===== src/rtl/servo_pwm_capture.sv =====
// servo_pwm_capture: measures the high time and rising-to-rising period of a
// servo PWM input. Each complete period is published as cycle counts with a
// one-cycle strobe. The block also flags out-of-range pulses and loss of signal.
module servo_pwm_capture #(
    parameter int unsigned CNT_W       = 32,
    parameter int unsigned PULSE_MIN   = 50_000,
    parameter int unsigned PULSE_MAX   = 250_000,
    parameter int unsigned TIMEOUT_CYC = 4_000_000
) (
    input  logic             sclk,
    input  logic             s_rst_n,
    input  logic             pwm_in,
    output logic [CNT_W-1:0] width_out,
    output logic [CNT_W-1:0] period_out,
    output logic             meas_valid,
    output logic             range_err,
    output logic             signal_lost
);

    localparam logic [CNT_W-1:0] L_PULSE_MIN = CNT_W'(PULSE_MIN);
    localparam logic [CNT_W-1:0] L_PULSE_MAX = CNT_W'(PULSE_MAX);
    localparam logic [CNT_W-1:0] L_TIMEOUT   = CNT_W'(TIMEOUT_CYC);
    localparam logic [CNT_W-1:0] L_ONE       = CNT_W'(1);

    typedef enum logic [1:0] {
        ST_IDLE,
        ST_HIGH,
        ST_LOW
    } state_t;

    logic             r_s0, r_s1, r_s2;
    logic [CNT_W-1:0] r_hi_cnt;
    logic [CNT_W-1:0] r_per_cnt;
    logic [CNT_W-1:0] r_hi_lat;
    logic [CNT_W-1:0] r_width;
    logic [CNT_W-1:0] r_period;
    logic             r_valid;
    logic             r_err;
    logic             r_lost;
    state_t           r_state;

    logic w_rise;
    logic w_fall;
    logic w_timeout;
    logic w_hi_sat;

    // Edge detection is done between the 2nd and 3rd flop, so s0/s1 absorb metastability.
    assign w_rise    = r_s1 & ~r_s2;
    assign w_fall    = ~r_s1 & r_s2;
    assign w_timeout = (r_per_cnt == L_TIMEOUT);
    assign w_hi_sat  = (r_hi_cnt == L_TIMEOUT);

    // Three-flop synchronizer for the asynchronous PWM input.
    always_ff @(posedge sclk) begin
        if (!s_rst_n) begin
            r_s0 <= 1'b0;
            r_s1 <= 1'b0;
            r_s2 <= 1'b0;
        end else begin
            // NOTE: non-blocking assignments make this a real shift chain; with
            // blocking ones, pwm_in would fall through all three flops in one edge.
            r_s0 <= pwm_in;
            r_s1 <= r_s0;
            r_s2 <= r_s1;
        end
    end

    // High-time and period counters. Both restart at 1 on a rise and saturate at the timeout.
    always_ff @(posedge sclk) begin
        if (!s_rst_n) begin
            r_hi_cnt  <= '0;
            r_per_cnt <= '0;
            r_hi_lat  <= '0;
        end else begin
            if (w_rise)
                r_hi_cnt <= L_ONE;
            else if (r_s1 && !w_hi_sat)
                r_hi_cnt <= r_hi_cnt + L_ONE;

            if (w_rise)
                r_per_cnt <= L_ONE;
            else if (!w_timeout)
                r_per_cnt <= r_per_cnt + L_ONE;

            if (w_fall)
                r_hi_lat <= r_hi_cnt;
        end
    end

    // Measurement FSM with registered outputs: publish on the rise that closes a period, drop to IDLE on timeout.
    always_ff @(posedge sclk) begin
        if (!s_rst_n) begin
            r_state  <= ST_IDLE;
            r_width  <= '0;
            r_period <= '0;
            r_valid  <= 1'b0;
            r_err    <= 1'b0;
            r_lost   <= 1'b0;
        end else begin
            // NOTE: the strobe defaults low every cycle and only the publish branch
            // raises it, which guarantees a single-cycle pulse.
            r_valid <= 1'b0;
            case (r_state)
                ST_IDLE: begin
                    // The period containing the first rise is never complete; it is skipped.
                    if (w_rise)
                        r_state <= ST_HIGH;
                end
                ST_HIGH: begin
                    // If a fall coincides with the timeout, the fall is taken; LOW then times out one cycle later.
                    if (w_fall) begin
                        r_state <= ST_LOW;
                    end else if (w_timeout) begin
                        r_state <= ST_IDLE;
                        r_lost  <= 1'b1;
                        r_err   <= 1'b0;
                    end
                end
                ST_LOW: begin
                    // A rise has priority over a timeout that occurs in the same cycle.
                    if (w_rise) begin
                        r_state  <= ST_HIGH;
                        r_width  <= r_hi_lat;
                        r_period <= r_per_cnt;
                        r_valid  <= 1'b1;
                        r_err    <= (r_hi_lat < L_PULSE_MIN) || (r_hi_lat > L_PULSE_MAX);
                        r_lost   <= 1'b0;
                    end else if (w_timeout) begin
                        r_state <= ST_IDLE;
                        r_lost  <= 1'b1;
                        r_err   <= 1'b0;
                    end
                end
                default: r_state <= ST_IDLE;
            endcase
        end
    end

    assign width_out   = r_width;
    assign period_out  = r_period;
    assign meas_valid  = r_valid;
    assign range_err   = r_err;
    assign signal_lost = r_lost;

endmodule

===== config.mk =====
export PLATFORM = sky130hd
export DESIGN_NAME = servo_pwm_capture
export DESIGN_NICKNAME = d
export VERILOG_FILES = /design/src/rtl/servo_pwm_capture.sv
export SDC_FILE = /design/constraint.sdc
export NUM_CORES = 1
export LEC_CHECK = 0
export ABC_AREA = 0
export BUFFER_PORTS_ARGS = -buffer_cell sky130_fd_sc_hd__buf_4
export CAP_MARGIN = 10
export CORE_MARGIN = 2
export CORE_UTILIZATION = 59
export DETAILED_ROUTE_END_ITERATION = 6
export PLACE_DENSITY = 0.87
export SYNTH_ARGS = -nofsm -noshare
export SYNTH_HDL_FRONTEND = slang
export SYNTH_SLANG_ARGS = --single-unit
export TNS_END_PERCENT = 100

===== constraint.sdc =====
create_clock -name sclk -period 2.4 [get_ports sclk]
set_input_delay 0.24 -clock sclk [delete_from_list [all_inputs] [get_ports sclk]]
set_output_delay 0.24 -clock sclk [all_outputs]
set_load 0.02 [all_outputs]

**Word-level counts from Yosys, hierarchy flattened**

Cells that the tools add are included.

- Multiplexer cells: 18
- Eq/ne operators: 7
- $add $sub $neg: 2
- Order comparisons: 2
- Reductions and logical operators: 10
- Bitwise operators: 5

Operators with widths:

| cell | number |
|---|---|
| 32-bit by 1-bit adder with 32-bit output, second input constant | 2 |
| 32-bit by 22-bit == test with 1-bit output, second input constant | 2 |
| 32-bit by 18-bit greater-than comparator with 1-bit output, second input constant | 1 |
| 32-bit by 16-bit < comparator with 1-bit output, second input constant | 1 |
| 1-bit two-way mux | 11 |
| 2-bit two-way mux | 4 |
| 2-bit != test, second input constant | 3 |
| 2-bit case mux with 3 select lines | 1 |
| 2-bit AND reduction | 3 |
| 1-bit case mux with 2 select lines | 2 |
| 2-bit nonzero test | 2 |
| 1-bit NOT | 3 |
| 1-bit bitwise AND | 2 |
| 2-bit by 1-bit == test with 1-bit output, second input constant | 1 |
| 2-bit == test, second input constant | 1 |
| 2-bit zero test | 1 |
| 2-bit OR reduction | 1 |
| 1-bit logical AND | 1 |
| 1-bit zero test | 1 |
| 1-bit logical OR | 1 |

- Bits of input ports: 3
- Bits in registers: 168
- Logic and storage cells: 58

**Longest topological paths before layout**

Gate-level depths: netlist of run 1.

- Depth in word-level cells: 5
- Gate-level depth with buffers: 7

**Least setup slack after synthesis of run 1**

Ideal clock, no wire load.

- Path kind: register to register
- Start: register r_hi_lat[21]
- End: register r_err (netlist: range_err)
- Path buffers: 0
- Clock period less this slack: 1,791 ps
- Cell stages (with the launch flop): 6
- Required time: 2,284 ps
- Slack: 609 ps
- Arrival time: 1,675 ps
- Cell sequence: dfxtp_1 > or4_4 > a2111oi_4 > nand4_1 > a311o_1 > and3_1

- Longest elaborated chain between the ends: 4
- Elaborated cells on any way between the ends: 5
- Classes of those cells: order compare (2); mux (2); reduce/logical (1)

RTL lines:

| what | line | RTL |
|---|---|---|
| from (decl) | 34 | `logic [CNT_W-1:0] r_hi_lat;` |
| from (signal assigned) | 86 | `r_hi_lat <= r_hi_cnt;` |
| 32-bit by 16-bit < comparator with 1-bit output / 32-bit by 18-bit greater-than comparator with 1-bit output (equally long branches) | 126 | `r_err <= (r_hi_lat < L_PULSE_MIN) \|\| (r_hi_lat > L_PULSE_MAX);` |
| 1-bit logical OR * | 126 |  |
| 1-bit two-way mux * | 121 | `if (w_rise) begin` |
| 1-bit case mux with 2 select lines * | 103 | `case (r_state)` |
| to (signal assigned) | 126 |  |
| to (decl) | 38 | `logic r_err;` |

Mark *: on every way between the ends. The rest lies on a longest branch, timed or not.
A chain may end at the register's enable or synchronous reset.

**Worst setup path after layout of run 1**

- Start: register r_per_cnt[0]
- End: register r_err (netlist: range_err)

- Longest elaborated chain between the ends: 4
- Elaborated cells on any way between the ends: 5
- Classes of those cells: eq/ne (1); mux (4)

RTL lines:

| what | line | RTL |
|---|---|---|
| from (decl) | 33 | `logic [CNT_W-1:0] r_per_cnt;` |
| from (signal assigned) | 83 | `r_per_cnt <= r_per_cnt + L_ONE;` |
| 32-bit by 22-bit == test with 1-bit output * | 50 | `assign w_timeout = (r_per_cnt == L_TIMEOUT);` |
| 1-bit two-way mux * | - |  |
| 1-bit two-way mux (on tied branches) | - |  |
| 1-bit case mux with 2 select lines * | - |  |

Mark *: on every way between the ends. The rest lies on a longest branch, timed or not. The select of a mux whose other input is x is not followed.

==> results of run 1 <==
## metal layers
layer,global-route usage,vias up,part of all wire
li1,-,2895,-
met1,0.345,2810,0.44
met2,0.408,205,0.47
met3,0.0552,33,0.064
met4,0.100,0,0.023
met5,0,-,0
## where the power goes
part | total (W) | switching, W | internal, W
combinational | 0.000119 | 0.0000711 | 0.0000480
clock | 0.00290 | 0.00110 | 0.00180
sequential | 0.00281 | 0.0000122 | 0.00280
## logic make-up after synthesis
kind of cell,synth area share
AO/OA/AOI/OAI,0.134
XOR/XNOR,0.0652
adder cells (fa/ha/maj),0.00716
buffers and inverters,0.0358
flip-flops,0.481
multiplexers,0.00430
AND/OR/NAND/NOR,0.272
## worst max-delay path: cells and delay by family (launching register included)
kind                     cells  cell delay, ps
AO/OA/AOI/OAI                1             150
AND/OR/NAND/NOR              4            1310
buffers and inverters        1             100
flip-flops                   1             340
adder cells (fa/ha/maj)      1             140
## registers in the layout, summed over array words and instances, names as in the netlist, 2 cells and up
signal,count
r_hi_cnt,32
r_state,2
r_per_cnt,32
width_out,32
period_out,32
r_hi_lat,32
## worst paths after layout
check	slack, ps	cells after the start	from	end
min reg2reg	450	2	width_out[0]$_SDFFE_PN0P_	width_out[0]$_SDFFE_PN0P_
min	20	2	pwm_in	r_s0$_SDFF_PN0_
max reg2reg	260	7	r_per_cnt[0]$_SDFFE_PN0P_	range_err$_SDFFE_PN0P_
max	260	7	r_per_cnt[0]$_SDFFE_PN0P_	range_err$_SDFFE_PN0P_
## per-stage QoR
step | std cells | setup WS (ps) | instance area, um^2 | power (W) | hold slack (ps)
3_3_place_gp | 1006 | 456 | 7630 | 0.00299 | 424
2_1_floorplan | 827 | 609 | 6990 | 0.00296 | 367
3_5_place_dp | 1006 | 465 | 7630 | 0.00299 | 422
4_1_cts | 1038 | 279 | 8270 | 0.00585 | 12.4
5_1_grt | 1038 | 51.8 | 8270 | 0.00600 | 18.4
6_report | 1038 | 260 | 8270 | 0.00583 | 21.0
## cell type report
class | instances | area, um^2
Clock buffer | 21 | 460
Clock inverter | 11 | 171
Fill cell | 847 | 3200
Inverter | 15 | 56.3
Multi-Input combinational cell | 597 | 3390
Sequential cell | 168 | 3360
Tap cell | 143 | 179
Timing Repair Buffer | 83 | 648
## cell usage in the layout (no fill, tap or decap), types with 8 or more instances in the layout
master	synthesis	layout
xnor2_1	27	27
nand3_1	21	21
buf_4	0	81
dfxtp_1	168	168
inv_1	15	15
a21oi_1	11	11
o21ai_0	13	13
xor2_1	25	25
a21boi_0	72	72
nor3_1	12	12
nand2_1	214	213
and4_1	11	11
nor2_1	62	61
a21boi_1	25	25
nor4_1	19	19
and3_1	8	8
nand4_1	22	22
clkbuf_16	0	17
==> impl_metrics.json, run 1 <==
{
  "cp.arrival_ps": 2460,
  "clock_latency_ps": 430,
  "io_pins": 70,
  "cp_max_fo": 7,
  "grt_overflow_total": 0,
  "fp.dieW_um": 113,
  "initial_utilization": 0.610,
  "vdd_drop_max_v": 0.000643,
  "netlist.area_leader.share": 0.481,
  "wl_per_cell_um": 15.2,
  "grt_max_degree": 63,
  "die_h_um": 113,
  "synth_top_cell_by_area": "dfxtp_1",
  "critPathMaxStageDelay_ps": 500,
  "ant_nets": 0,
  "cp-start-kind": "flop",
  "wl_um": 15800,
  "required_ps": 2720,
  "grt_pass1_vias": 5508,
  "ys_seq_elements": 168,
  "rsz0062_at_grt": "false",
  "synthArstFlopShare": 0,
  "seq_area_frac_synth": 0.481,
  "min_path_type": "input port to flop",
  "status": "finished clean",
  "num_antenna_cells": 0,
  "fmax_mhz": 467,
  "vias": 5943,
  "worst_pin_slew_ps": 909,
  "cellLeakagePower_nw": 2.90,
  "fin_setup_tns_ps": 0,
  "post_drt_via_cell_ratio": 5.73,
  "setup_viol": 0,
  "syn_nets": 834,
  "cp_cell_sequence": "inv_1, ha_1, nor4b_1, nand4_1, nor4_4, o21ai_0, and3_1",
  "critical_path_class": "flop to flop",
  "postCtsSetupBuffers": 0,
  "rows": 39,
  "slew_headroom": 0.392,
  "antenna_found_initial": 0,
  "area_delta_synth_final_pct": 18.2,
  "drive_above_1_share": 0.137,
  "h-tree-depth": 4,
  "fin_crit_ps": 2140,
  "postSynthCellCount": 827,
  "clock_tree.root_cell": "clkbuf_16",
  "drc": 0,
  "hpwl_um": 10300,
  "portBuffers": 69,
  "dr.pass1.iters": 5,
  "numCtsBuffers": 17,
  "slew_violations": 0,
  "grt_pass1_wl_um": 26600,
  "utilization": 0.721,
  "design.core.area_um2": 11500,
  "nets": 889,
  "clock-skew-final_ps": 7.19,
  "yosysWarnings": 0,
  "dieArea_um2": 12700,
  "synth_most_common_cell": "nand2_1",
  "timing.final.crit_share": 0.892,
  "synth-edff-count": 0,
  "cts_hold_buf": 0,
  "netlist_area_um2": 6990,
  "place_congestion": 0.882,
  "first_iter_violations": 410,
  "final-hold-violation-count": 0,
  "ys.flop_type": "dfxtp_1",
  "drv_cap": 0,
  "critPathCaptureType": "flop",
  "yosysUniqueCellTypes": 45,
  "yosys-top-cells-count": "214 x nand2_1, 168 x dfxtp_1, 72 x a21boi_0",
  "track_usage": 0.257,
  "synth_area_per_cell_um2": 8.45,
  "cts_tree": "built",
  "crit_slowest_cell": "nor4_4",
  "synth_top_cells_by_area": "dfxtp_1 48%, nand2_1 11%, a21boi_0 7.7%, xnor2_1 3.4%, nor2_1 3.3%",
  "cts_sinks": 168,
  "ctsResizeCount": 0,
  "power_density_nw_per_um2": 705,
  "clock_path_buffers": 2,
  "path_clk_slew_ps": 60
}
Note: power is estimated with default switching activity, not from simulation.
==> inputs of run 2 (changes only) <==
--- a/config.mk
+++ b/config.mk
@@ -8,7 +8,6 @@
 export ABC_AREA = 0
 export BUFFER_PORTS_ARGS = -buffer_cell sky130_fd_sc_hd__buf_4
 export CAP_MARGIN = 10
-export CORE_MARGIN = 2
 export CORE_UTILIZATION = 59
 export DETAILED_ROUTE_END_ITERATION = 6
 export PLACE_DENSITY = 0.87
==> run 2 against run 1 <==
- die area decreased by 3.5%
- hold slack improved by 30 ps
- critical path depth shrank 2
- non-clock buffer count down 2
- flip-flop and latch count is the same
- final cell count decreased by 0.19%
- critical path type unchanged
==> impl_metrics.json, run 2 (same netlist as run 1, synthesis figures left out) <==
{
  "clock_latency_ps": 420,
  "die_h_um": 111,
  "antenna_found_initial": 0,
  "dieArea_um2": 12300,
  "fmax_mhz": 497,
  "grt_max_degree": 49,
  "cp_cell_sequence": "or4_4, a2111oi_4, nand4_1, a311o_1, and3_1",
  "cts_sinks": 168,
  "wl_per_cell_um": 14.5,
  "slew_violations": 0,
  "grt_pass1_vias": 5272,
  "clock_tree.root_cell": "clkbuf_16",
  "postCtsSetupBuffers": 0,
  "critPathMaxStageDelay_ps": 570,
  "grt_overflow_total": 0,
  "cellLeakagePower_nw": 2.86,
  "final_cell_mix": "213 x nand2_1, 168 x dfxtp_1, 81 x buf_4",
  "drc": 0,
  "rows": 39,
  "first_iter_violations": 574,
  "rrSetupSlack_ps": 390,
  "instances_no_fill": 1036,
  "worst_pin_slew_ps": 524,
  "setup.worst_path.end": "range_err$_SDFFE_PN0P_",
  "numCtsBuffers": 17,
  "dr.pass1.iters": 5,
  "holdWs_ps": 51.1,
  "slew_headroom": 0.649,
  "cp.arrival_ps": 2330,
  "worstSetupStartpoint": "r_hi_lat[21]$_SDFFE_PN0P_",
  "h-tree-depth": 4,
  "io_pins": 70,
  "place_inst": 1004,
  "clock-skew-final_ps": 6.22,
  "cp_max_fo": 3,
  "mostFrequentLayoutCell": "nand2_1",
  "critical_path_class": "flop to flop",
  "cts_hold_buf": 0,
  "clock_path_buffers": 2,
  "final-hold-violation-count": 0,
  "vias": 5831,
  "r2r_cells": 5,
  "min_path_type": "input port to flop",
  "power_density_nw_per_um2": 682,
  "cp-start-kind": "flop",
  "drv_cap": 0,
  "wl_um": 15000,
  "design.core.area_um2": 11500,
  "required_ps": 2720,
  "fin_crit_ps": 2010,
  "fp.dieW_um": 111,
  "area_delta_synth_final_pct": 16.9,
  "num_antenna_cells": 0,
  "ctsResizeCount": 0,
  "r2r_end": "range_err$_SDFFE_PN0P_",
  "grt_pass1_wl_um": 25500,
  "rsz0062_at_grt": "false",
  "place_congestion": 0.821,
  "initial_utilization": 0.610,
  "ant_nets": 0,
  "crit_slowest_cell": "or4_4",
  "status": "finished clean",
  "utilization": 0.713,
  "vdd_drop_max_v": 0.000554,
  "crit_cells": 5,
  "crit_family": "simple AND/OR/NAND/NOR gates",
  "hpwl_um": 10000,
  "critPathCaptureType": "flop",
  "track_usage": 0.254,
  "cp_num_buf_inv": 0,
  "timing.final.crit_share": 0.838,
  "path_clk_slew_ps": 60,
  "portBuffers": 69,
  "fillers": 862,
  "multiInputGateArea_um2": 3390,
  "worstReg2RegStart": "r_hi_lat[21]$_SDFFE_PN0P_",
  "setup_viol": 0,
  "nets": 887,
  "drive_above_1_share": 0.135,
  "cts_tree": "built",
  "fin_setup_tns_ps": 0,
  "post_drt_via_cell_ratio": 5.63,
  "ff_latch_area_um2": 3360
}
==> run 2: cell types whose count changed in the layout (fill, tap and decap cells not counted), sizes merged <==
| cell | before | now |
|---|---|---|
| clkinvlp | 2 | 1 |
| buf | 83 | 81 |
| clkbuf | 21 | 23 |
| bufinv | 4 | 2 |
| clkinv | 5 | 6 |
==> run 2: per-layer routing <==
layer | share of wire | up-vias | global-route usage
met1 | 0.47 | 2780 | 0.340
met5 | 0 | - | 0
met4 | 0.021 | 0 | 0.107
met2 | 0.47 | 131 | 0.401
li1 | - | 2893 | -
met3 | 0.037 | 27 | 0.0492
==> run 2: final cells by class <==
| class | count | area share |
|---|---|---|
| clock inverter | 9 | 0.0119 |
| clock buffer | 23 | 0.0585 |
| tap | 143 | 0.0219 |
| sequential | 168 | 0.412 |
| inverter | 15 | 0.00689 |
| multi-input combinational | 597 | 0.415 |
| timing repair buffer | 81 | 0.0744 |
==> run 2: how the worst min path moves through the flow <==
| stage | startpoint | to | slack [ps] | cells past startpoint |
|---|---|---|---|---|
| 4_1_cts | pwm_in | r_s0$_SDFF_PN0_ | 40 | 2 |
| 3_5_place_dp | period_out[25]$_SDFFE_PN0P_ | period_out[25]$_SDFFE_PN0P_ | 450 | 2 |
| 5_1_grt | pwm_in | r_s0$_SDFF_PN0_ | 60 | 2 |
| 6_report | pwm_in | r_s0$_SDFF_PN0_ | 50 | 2 |
| 3_3_place_gp | period_out[5]$_SDFFE_PN0P_ | period_out[5]$_SDFFE_PN0P_ | 440 | 2 |
| 2_1_floorplan | pwm_in | r_s0$_SDFF_PN0_ | 370 | 1 |
==> run 2: metrics by stage <==
| stage | worst slack (ps) | total power (W) | area (um^2) |
|---|---|---|---|
| after floorplan | 609 | 0.00296 | 6990 |
| after global placement | 432 | 0.00298 | 7600 |
| after detailed placement | 410 | 0.00298 | 7600 |
| after CTS | 387 | 0.00559 | 8170 |
| after global routing | 191 | 0.00575 | 8170 |
| final | 389 | 0.00557 | 8170 |
==> run 2: worst reg2reg max path: stages, from the launching register on <==
cell and delay (ps):
dfxtp_1 340, or4_4 570, a2111oi_4 320, nand4_1 180
a311o_1 310, and3_1 170
==> run 2: where the power goes <==
group / switching [W] / total [W] / internal [W]
clock: 0.00105 / 0.00265 / 0.00160
sequential: 0.0000116 / 0.00281 / 0.00280
combinational: 0.0000696 / 0.000115 / 0.0000453
total: 0.00113 / 0.00557 / 0.00445
